[src/rtl/alu_rr_arbiter.sv]
// -----------------------------------------------------------------------------
// alu_rr_arbiter
//
// Shares one external 4-bit ALU between two requesters with a round-robin
// policy. Only one operation is in flight at a time:
//   IDLE : arbitrate between the requesters and accept one request
//   WAIT : drive the held operands to the ALU and wait ALU_LATENCY edges
//   RESP : present the captured result, tagged with the requester ID, until
//          the consumer takes it
// The ALU's result and carry are captured. The zero and sign flags are
// derived locally from the captured result.
//
// Parameters:
//   ALU_LATENCY  clock edges from ALU inputs presented to alu_out_i/alu_carry_i
//                valid (0..7; 0 = combinational ALU, 1 = registered ALU)
//
// Ports:
//   clk, rst_n                   clock, asynchronous active-low reset
//   reqN_valid_i / reqN_ready_o  request handshake for requester N (0/1)
//   reqN_a_i, reqN_b_i           4-bit operands from requester N
//   reqN_op_i                    ALU select (00 add, 01 sub, 10 AND, 11 OR)
//   rsp_valid_o / rsp_ready_i    shared response handshake
//   rsp_id_o                     requester ID the response belongs to
//   rsp_out_o, rsp_carry_o       captured result and carry/borrow
//                                (carry is 0 for AND/OR)
//   rsp_zero_o, rsp_sign_o       result == 0, result[3]
//   alu_a_o, alu_b_o, alu_sel_o  operands and select driven to the ALU
//   alu_out_i, alu_carry_i       result and carry returned by the ALU
//   busy_o                       high while an operation is in flight
// -----------------------------------------------------------------------------
module alu_rr_arbiter #(
  parameter int unsigned ALU_LATENCY = 1
) (
  input  logic       clk,
  input  logic       rst_n,

  input  logic       req0_valid_i,
  output logic       req0_ready_o,
  input  logic [3:0] req0_a_i,
  input  logic [3:0] req0_b_i,
  input  logic [1:0] req0_op_i,

  input  logic       req1_valid_i,
  output logic       req1_ready_o,
  input  logic [3:0] req1_a_i,
  input  logic [3:0] req1_b_i,
  input  logic [1:0] req1_op_i,

  output logic       rsp_valid_o,
  input  logic       rsp_ready_i,
  output logic       rsp_id_o,
  output logic [3:0] rsp_out_o,
  output logic       rsp_carry_o,
  output logic       rsp_zero_o,
  output logic       rsp_sign_o,

  output logic [3:0] alu_a_o,
  output logic [3:0] alu_b_o,
  output logic [1:0] alu_sel_o,
  input  logic [3:0] alu_out_i,
  input  logic       alu_carry_i,

  output logic       busy_o
);

  localparam logic [2:0] LatencyLoad = 3'(ALU_LATENCY);

  typedef enum logic [1:0] {
    IDLE = 2'd0,
    WAIT = 2'd1,
    RESP = 2'd2
  } state_e;

  state_e     state_q, state_d;
  logic [2:0] waitCnt_q, waitCnt_d;
  logic       lastGrant_q;

  logic [3:0] opA_q;
  logic [3:0] opB_q;
  logic [1:0] opSel_q;
  logic       opId_q;

  logic       rspId_q;
  logic [3:0] rspOut_q;
  logic       rspCarry_q;
  logic       rspZero_q;
  logic       rspSign_q;

  logic       anyValid;
  logic       grantId;
  logic       reqHandshake;
  logic       rspHandshake;
  logic       captureNow;
  logic [3:0] selA;
  logic [3:0] selB;
  logic [1:0] selOp;

  // Round-robin choice: a lone requester always wins; under contention the
  // requester that was not granted last time wins.
  always_comb begin
    anyValid = req0_valid_i | req1_valid_i;
    grantId  = 1'b0;
    if (req0_valid_i && req1_valid_i) begin
      grantId = ~lastGrant_q;
    end else if (req1_valid_i) begin
      grantId = 1'b1;
    end
  end

  always_comb begin
    selA  = req0_a_i;
    selB  = req0_b_i;
    selOp = req0_op_i;
    if (grantId) begin
      selA  = req1_a_i;
      selB  = req1_b_i;
      selOp = req1_op_i;
    end
  end

  // Any valid requester in IDLE is granted, so ready implies a handshake.
  // Holding in reset keeps both ready outputs low while the state reads IDLE.
  assign reqHandshake = rst_n && (state_q == IDLE) && anyValid;
  assign rspHandshake = (state_q == RESP) && rsp_ready_i;
  assign captureNow   = (state_q == WAIT) && (waitCnt_q == 3'd0);

  // State register
  always_ff @(posedge clk or negedge rst_n) begin
    if (!rst_n) begin
      state_q <= IDLE;
    end else begin
      state_q <= state_d;
    end
  end

  // Next-state logic
  always_comb begin
    state_d = state_q;
    unique case (state_q)
      IDLE: begin
        if (reqHandshake) begin
          state_d = WAIT;
        end
      end
      WAIT: begin
        if (captureNow) begin
          state_d = RESP;
        end
      end
      RESP: begin
        if (rspHandshake) begin
          state_d = IDLE;
        end
      end
      default: begin
        state_d = IDLE;
      end
    endcase
  end

  // Output logic
  always_comb begin
    req0_ready_o = reqHandshake && !grantId;
    req1_ready_o = reqHandshake && grantId;
    rsp_valid_o  = (state_q == RESP);
    busy_o       = (state_q != IDLE);
  end

  // Latency counter: loaded on acceptance, counts down to zero in WAIT.
  // The capture happens in the cycle that sees zero.
  always_comb begin
    waitCnt_d = waitCnt_q;
    if (reqHandshake) begin
      waitCnt_d = LatencyLoad;
    end else if ((state_q == WAIT) && (waitCnt_q != 3'd0)) begin
      waitCnt_d = waitCnt_q - 3'd1;
    end
  end

  always_ff @(posedge clk or negedge rst_n) begin
    if (!rst_n) begin
      waitCnt_q <= 3'd0;
    end else begin
      waitCnt_q <= waitCnt_d;
    end
  end

  // Holding registers feed the ALU directly. They are only reloaded on the
  // next acceptance, so the ALU inputs keep their last value once the
  // operation has completed.
  always_ff @(posedge clk or negedge rst_n) begin
    if (!rst_n) begin
      opA_q       <= 4'd0;
      opB_q       <= 4'd0;
      opSel_q     <= 2'd0;
      opId_q      <= 1'b0;
      lastGrant_q <= 1'b1;
    end else if (reqHandshake) begin
      opA_q       <= selA;
      opB_q       <= selB;
      opSel_q     <= selOp;
      opId_q      <= grantId;
      lastGrant_q <= grantId;
    end
  end

  // Result capture. Logic ops (sel[1] set) never report a carry, whatever the
  // ALU drives on its carry pin.
  always_ff @(posedge clk or negedge rst_n) begin
    if (!rst_n) begin
      rspId_q    <= 1'b0;
      rspOut_q   <= 4'd0;
      rspCarry_q <= 1'b0;
      rspZero_q  <= 1'b0;
      rspSign_q  <= 1'b0;
    end else if (captureNow) begin
      rspId_q    <= opId_q;
      rspOut_q   <= alu_out_i;
      rspCarry_q <= alu_carry_i && !opSel_q[1];
      rspZero_q  <= (alu_out_i == 4'd0);
      rspSign_q  <= alu_out_i[3];
    end
  end

  assign rsp_id_o    = rspId_q;
  assign rsp_out_o   = rspOut_q;
  assign rsp_carry_o = rspCarry_q;
  assign rsp_zero_o  = rspZero_q;
  assign rsp_sign_o  = rspSign_q;

  assign alu_a_o     = opA_q;
  assign alu_b_o     = opB_q;
  assign alu_sel_o   = opSel_q;

endmodule

[config.mk]
export PLATFORM = sky130hd
export DESIGN_NAME = alu_rr_arbiter
export DESIGN_NICKNAME = d
export VERILOG_FILES = /design/src/rtl/alu_rr_arbiter.sv
export SDC_FILE = /design/constraint.sdc
export NUM_CORES = 1
export LEC_CHECK = 0
export CAP_MARGIN = 20
export CORE_MARGIN = 2
export CORE_UTILIZATION = 44
export DETAILED_ROUTE_END_ITERATION = 12
export GPL_ROUTABILITY_DRIVEN = 0
export PLACE_DENSITY_LB_ADDON = 0.05
export SLEW_MARGIN = 0
export SYNTH_ARGS = -nofsm -noshare
export SYNTH_HDL_FRONTEND = slang
export SYNTH_SLANG_ARGS = --single-unit
[constraint.sdc]
create_clock -name clk -period 2.2 [get_ports clk]
set_clock_uncertainty 0.1 [all_clocks]
set_input_delay 0.33 -clock clk [delete_from_list [all_inputs] [get_ports clk]]
set_output_delay 0.33 -clock clk [all_outputs]
set_load 0.005 [all_outputs]
==> reports/metrics.cfg, run 1 <==
[synth]
ys_seq_area_share_pct=53.0
synth.avg_cell_area_sq_um=12.2
syn-cell-area_sq_um=1130
synth_cell_types=30
synth_seq_cells=24
synth.net_count=125
synthCells=93
synth_warnings=0

[setup_path]
end_kind=output port
path_cells=nand2b_1 > nand3_2 > inv_2 > clkdlybuf4s50_1
slowest_delay_ps=590
startpoint=lastGrant_q$_DFFE_PN1N_
required_ps=1770
critPathArrivalTime_ps=1670
startpoint_type=flip-flop
timing.rr.end=alu_b_o[1]$_DFFE_PN0N_
timing.critical_path.buf_inv=2
crit_slowest_cell=dfstp_2
path_class=reg -> out
reg2reg_depth=7
rrSetupSlack_ps=410
crit_cells=4
crit_family=flip-flops
crit_end=req0_ready_o
r2r_start=state_q[1]$_DFFE_PN0P_
worstPathMaxFanout=3

[cells_and_area]
drive_gt1_share_pct=13.8
fin_cells=182
multi_input_area_sq_um=493
stdcell_area_sq_um=1770
final_core_util_pct=72.1
seqCellArea_sq_um=602
n_antenna_cell=0
nFillCells=182
fin_nets=185
syn2layout_area_growth_pct=56.0

[cts]
clock_sinks=24
htreeDepth=1
numCtsBuffers=3
tritoncts=done
ctsHoldBuffers=0
clk_pin_slew_worst_paths_ps=130
clkLatencyLatePin_ps=310
clk_path_buf_depth=2
cts_root_buffer=clkbuf_4

[routing]
met1_length_um=1130
routedWlPerCell_um=15.8
vias_per_cell=5.26
drtPass1Iterations=4
vias=957
wirelength_um=2880
drcViolationCount=0
top_layer=met4
routed-wl-met2_um=1530
drtIter0Drc=5
ant_nets=0
dr_wl_met3_um=187

[timing]
maxSlewHeadroom_pct=76.5
final.period_utilization_pct=95.7
tns_ps=0
holdWs_ps=70.4
final-setup-viol-count=0
finalCriticalPeriod_ps=2100
max_clock_freq_ghz=0.475
drv_slew=0
rsz0062_at_grt=false
hold_viol=0
worst-slew-pin-transition_ps=352

[floorplanning]
ios=52
initial_utilization_pct=46.2
die_w_um=54.8
fp.dieH_um=54.8
placementRows=18
core_sq_um=2450
die_area_sq_um=3000

[power]
p_leak_nw=0.757
peakVddDrop_mv=0.869
power_density_nw_per_um2=1170

[global_routing]
grt.overflow.total=0
grt_max_degree=25
antenna_found_initial=0
grt_pass1_vias=969
track_usage_pct=21.3
grt_pass1_wl_um=4390

[run_status]
status=finished clean

[min_path]
hp-class=in -> async

[placement]
dp_hpwl_um=2110
dp.cells=174
io_buffers=51
placed_cell_area_sq_um=1690

[job]
cap_violations=0

-- Yosys cell counts (all sizes together) --
library cell / instances / area [sq um]
dfrtp: 23 / 576
nand3b: 10 / 75.1
o221a: 10 / 113
inv: 6 / 22.5
mux2: 6 / 67.6
o21ai: 6 / 30.0
buf: 5 / 36.3
a21o: 3 / 22.5
nand2b: 3 / 18.8
a21oi: 2 / 10.0
ha: 2 / 25.0
nand3: 2 / 10.0
nor2b: 2 / 12.5
or3: 2 / 12.5
a21boi: 1 / 7.51
and2: 1 / 6.26
clkbuf: 1 / 3.75
dfstp: 1 / 26.3
nor2: 1 / 11.3
nor3b: 1 / 12.5
nor4: 1 / 6.26
o21a: 1 / 7.51
o41ai: 1 / 8.76
or2: 1 / 6.26
or4: 1 / 7.51
-- worst register-to-register path, stage by stage (launching register included) --
cell and delay, ps:
dfrtp_1 440, nor3b_4 240, buf_4 150, buf_4 100, buf_4 170, o21a_1 150, buf_4 180, o221a_1 200
-- registers in the layout (all words and copies together) (netlist names) --
name,count
lastGrant_q,1
opId_q,1
rsp_id_o,1
rsp_carry_o,1
rsp_out_o,4
alu_sel_o,2
state_q,2
alu_a_o,4
alu_b_o,4
waitCnt_q,3
rsp_zero_o,1
-- where the power goes --
group	switching [mW]	internal, mW	leakage, nW	total [mW]
Combinational	0.404	0.670	0.460	1.07
Clock	0.123	0.0706	0.0150	0.194
Sequential	0.141	0.658	0.282	0.799
-- cell families after synthesis --
| kind of cell | Yosys count | synth area share, % |
|---|---|---|
| AO/OA/AOI/OAI | 24 | 17.5 |
| adder cells (fa/ha/maj) | 2 | 2.20 |
| buffers and inverters | 12 | 5.51 |
| flip-flops | 24 | 53.0 |
| multiplexers | 6 | 5.95 |
| AND/OR/NAND/NOR | 25 | 15.8 |
-- layer usage --
metal  vias up  track usage (%)
met1       463             24.6
met4         0             8.75
met2        33             37.3
li1        459                -
met5         -                0
met3         2             4.92
-- placed cells by master, fill, tap and decap left out, types with 5 or more instances in the layout --
cell type,Yosys,layout
nand3b_1,10,10
clkdlybuf4s50_1,0,48
buf_4,2,10
o21ai_0,5,5
o221a_1,9,9
dfrtp_1,23,23
mux2_1,6,6
inv_1,5,5
-- metrics by stage --
stage / total power, mW / setup WS [ps]
floorplan: 1.29 / 777
global placement: 1.77 / -26.5
detailed placement: 1.82 / -96.5
CTS: 2.06 / 34.2
global route: 2.23 / 9.97
finish: 2.07 / 95.7
-- how the worst min path moves through the flow --
stage | from | slack, ps | end
final | rst_n | 70 | alu_b_o[3]$_DFFE_PN0N_
after detailed placement | rsp_out_o[0]$_DFFE_PN0P_ | 380 | rsp_out_o[0]$_DFFE_PN0P_
after global routing | rst_n | 90 | alu_b_o[0]$_DFFE_PN0N_
after floorplan | rst_n | -70 | alu_a_o[0]$_DFFE_PN0N_
after global placement | opId_q$_DFFE_PN0N_ | 360 | opId_q$_DFFE_PN0N_
after CTS | rst_n | 80 | rsp_out_o[1]$_DFFE_PN0P_
-- layout make-up --
class | count | area share, %
repair buffers | 61 | 33.3
well taps | 30 | 2.12
clock buffers | 4 | 1.48
multi-input cells | 57 | 27.8
inverters | 6 | 1.27
flip-flops and latches | 24 | 34.0
-- repair_timing --
| item | 4_1_cts | 5_1_grt |
|---|---|---|
| buffers inserted | 3 | 1 |
| resized for setup | 4 | 3 |
| pin swaps | 1 | 0 |
| hold endpoints to repair | 0 | 0 |
| gates cloned | 0 | 0 |
| setup endpoints to repair | 2 | 1 |
Note: power is estimated with default switching activity, not from simulation.
==> run 2: changes to the inputs <==
--- a/config.mk
+++ b/config.mk
@@ -10,7 +10,7 @@
 export CORE_UTILIZATION = 44
 export DETAILED_ROUTE_END_ITERATION = 12
 export GPL_ROUTABILITY_DRIVEN = 0
-export PLACE_DENSITY_LB_ADDON = 0.05
+export PLACE_DENSITY_LB_ADDON = 0.08
 export SLEW_MARGIN = 0
 export SYNTH_ARGS = -nofsm -noshare
 export SYNTH_HDL_FRONTEND = slang
==> run 2 against run 1 <==
  * Final area increased by 1.4%
  * Sequential power shrank 0.5%
  * Power grew 4.6%
  * Via count up 1.4%
  * Die area is the same
  * Largest cell class unchanged
==> reports/metrics.cfg, run 2 (synthesis results as in run 1) <==
[floorplanning]
die_w_um=54.8
core_sq_um=2450
die_area_sq_um=3000
placementRows=18
initial_utilization_pct=46.2
ios=52
fp.dieH_um=54.8

[cells_and_area]
final_core_util_pct=73.1
syn2layout_area_growth_pct=58.2
n_antenna_cell=0
final_cell_mix=clkdlybuf4s50_1, dfrtp_1, nand3b_1
multi_input_area_sq_um=488
fin_nets=185
stdcell_area_sq_um=1800
seqCellArea_sq_um=602
nFillCells=179
drive_gt1_share_pct=14.5
final_common_cell=clkdlybuf4s50_1

[timing]
final-setup-viol-count=0
holdWs_ps=388
finalCriticalPeriod_ps=2170
hold_viol=0
worst-slew-pin-transition_ps=442
max_clock_freq_ghz=0.460
maxSlewHeadroom_pct=70.5
drv_slew=0
final.period_utilization_pct=98.8

[global_routing]
grt.overflow.total=0
grt_use_met3_pct=4.10
grt.busiest_layer=met2
grt_pass1_vias=982
use_met1_pct=21.1
track_usage_pct=20.8
grt_max_degree=25
antenna_found_initial=0
use_met2_pct=40.3
grt_pass1_wl_um=4300

[power]
switching_share_pct=30.8
intPower_mw=1.50
pwr-share-seq_pct=36.8
power_density_nw_per_um2=1200
peakVddDrop_mv=0.820
total_power_mw=2.16
combPwrFrac_pct=48.3
p_leak_nw=0.771
power_switching_mw=0.665
power_frac_clock_pct=15.0

[placement]
dp_hpwl_um=2040
io_buffers=51
placed_cell_area_sq_um=1690

[cts]
clkLatencyLatePin_ps=330
numCtsBuffers=3
cts_root_buffer=clkbuf_4
clock_sinks=24
clk_pin_slew_worst_paths_ps=130
htreeDepth=1
clk_path_buf_depth=2
tritoncts=done

[routing]
wirelength_um=2800
drcViolationCount=0
vias=970
drtPass1Iterations=4
vias_per_cell=5.33
routedWlPerCell_um=15.4
drtIter0Drc=6
ant_nets=0

[run_status]
status=finished clean

[min_path]
hold_path_startpoint=opId_q$_DFFE_PN0N_
hp-class=reg -> reg

[setup_path]
required_ps=1770
path_class=reg -> out
end_kind=output port
startpoint=state_q[1]$_DFFE_PN0P_
critPathArrivalTime_ps=1740
worstPathMaxFanout=4
startpoint_type=flip-flop
r2r_start=state_q[1]$_DFFE_PN0P_

[job]
cap_violations=0

[run 2: timing repair]
item,in CTS,in global routing
pin swaps,0,3
hold buffers,0,1
setup buffers,1,2
gates resized for setup,1,5
hold endpoints to repair,0,23
setup endpoints to repair,2,2
[run 2: critical path: stages (launching register included)]
cell and delay, ps:
dfrtp_1 460, nor3b_4 280, and2_4 190, clkdlybuf4s50_1 490
[run 2: per-stage QoR]
stage | setup WS (ps) | TNS [ps] | instances
floorplan | 777 | 0 | 93
global placement | -21.5 | -21.5 | 174
detailed placement | -67.4 | -127 | 174
CTS | -0.378 | -0.378 | 179
global route | -36.7 | -36.7 | 182
finish | 25.5 | 0 | 182
[run 2: path summary, 6_finish.rpt]
| check | to | slack (ps) | cells past startpoint |
|---|---|---|---|
| hold / removal | opId_q$_DFFE_PN0N_ | 390 | 1 |
| hold reg to reg | opId_q$_DFFE_PN0N_ | 390 | 1 |
| max in group asynchronous | lastGrant_q$_DFFE_PN1N_ | 1240 | 3 |
| setup / recovery | req1_ready_o | 30 | 3 |
| min in group asynchronous | alu_a_o[2]$_DFFE_PN0N_ | 480 | 3 |
| setup reg to reg | alu_sel_o[0]$_DFFE_PN0N_ | 390 | 5 |
[run 2: power by group through the flow]
stage / Combinational, mW / Sequential, mW / Clock, mW
6_report: 1.04 / 0.795 / 0.323
5_1_grt: 1.15 / 0.818 / 0.344
4_1_cts: 1.03 / 0.792 / 0.330
3_5_place_dp: 1.01 / 0.795 / 0
3_3_place_gp: 0.981 / 0.786 / 0
2_1_floorplan: 0.501 / 0.787 / 0
[run 2: final cells by class]
| class | count | area share [%] |
|---|---|---|
| clock inverter | 1 | 1.67 |
| tap | 30 | 2.09 |
| inverter | 6 | 1.25 |
| multi-input combinational | 57 | 27.2 |
| clock buffer | 3 | 1.25 |
| sequential | 24 | 33.5 |
| timing repair buffer | 61 | 33.0 |
[run 2: routing by layer]
layer	part of all wire, %	vias up	routed length, um
met5	0	-	0
met4	1.7	0	47
met3	7.0	5	196
met2	51	37	1440
met1	40	468	1120
li1	-	460	-
==> run 3: changes to the inputs <==
--- a/config.mk
+++ b/config.mk
@@ -5,9 +5,10 @@
 export SDC_FILE = /design/constraint.sdc
 export NUM_CORES = 1
 export LEC_CHECK = 0
-export CAP_MARGIN = 20
+export CAP_MARGIN = 10
 export CORE_MARGIN = 2
 export CORE_UTILIZATION = 44
+export CTS_CLUSTER_SIZE = 8
 export DETAILED_ROUTE_END_ITERATION = 12
 export GPL_ROUTABILITY_DRIVEN = 0
 export PLACE_DENSITY_LB_ADDON = 0.08
==> results of run 3 <==
No change in the layout: final DEF, timing and power equal those of run 2.
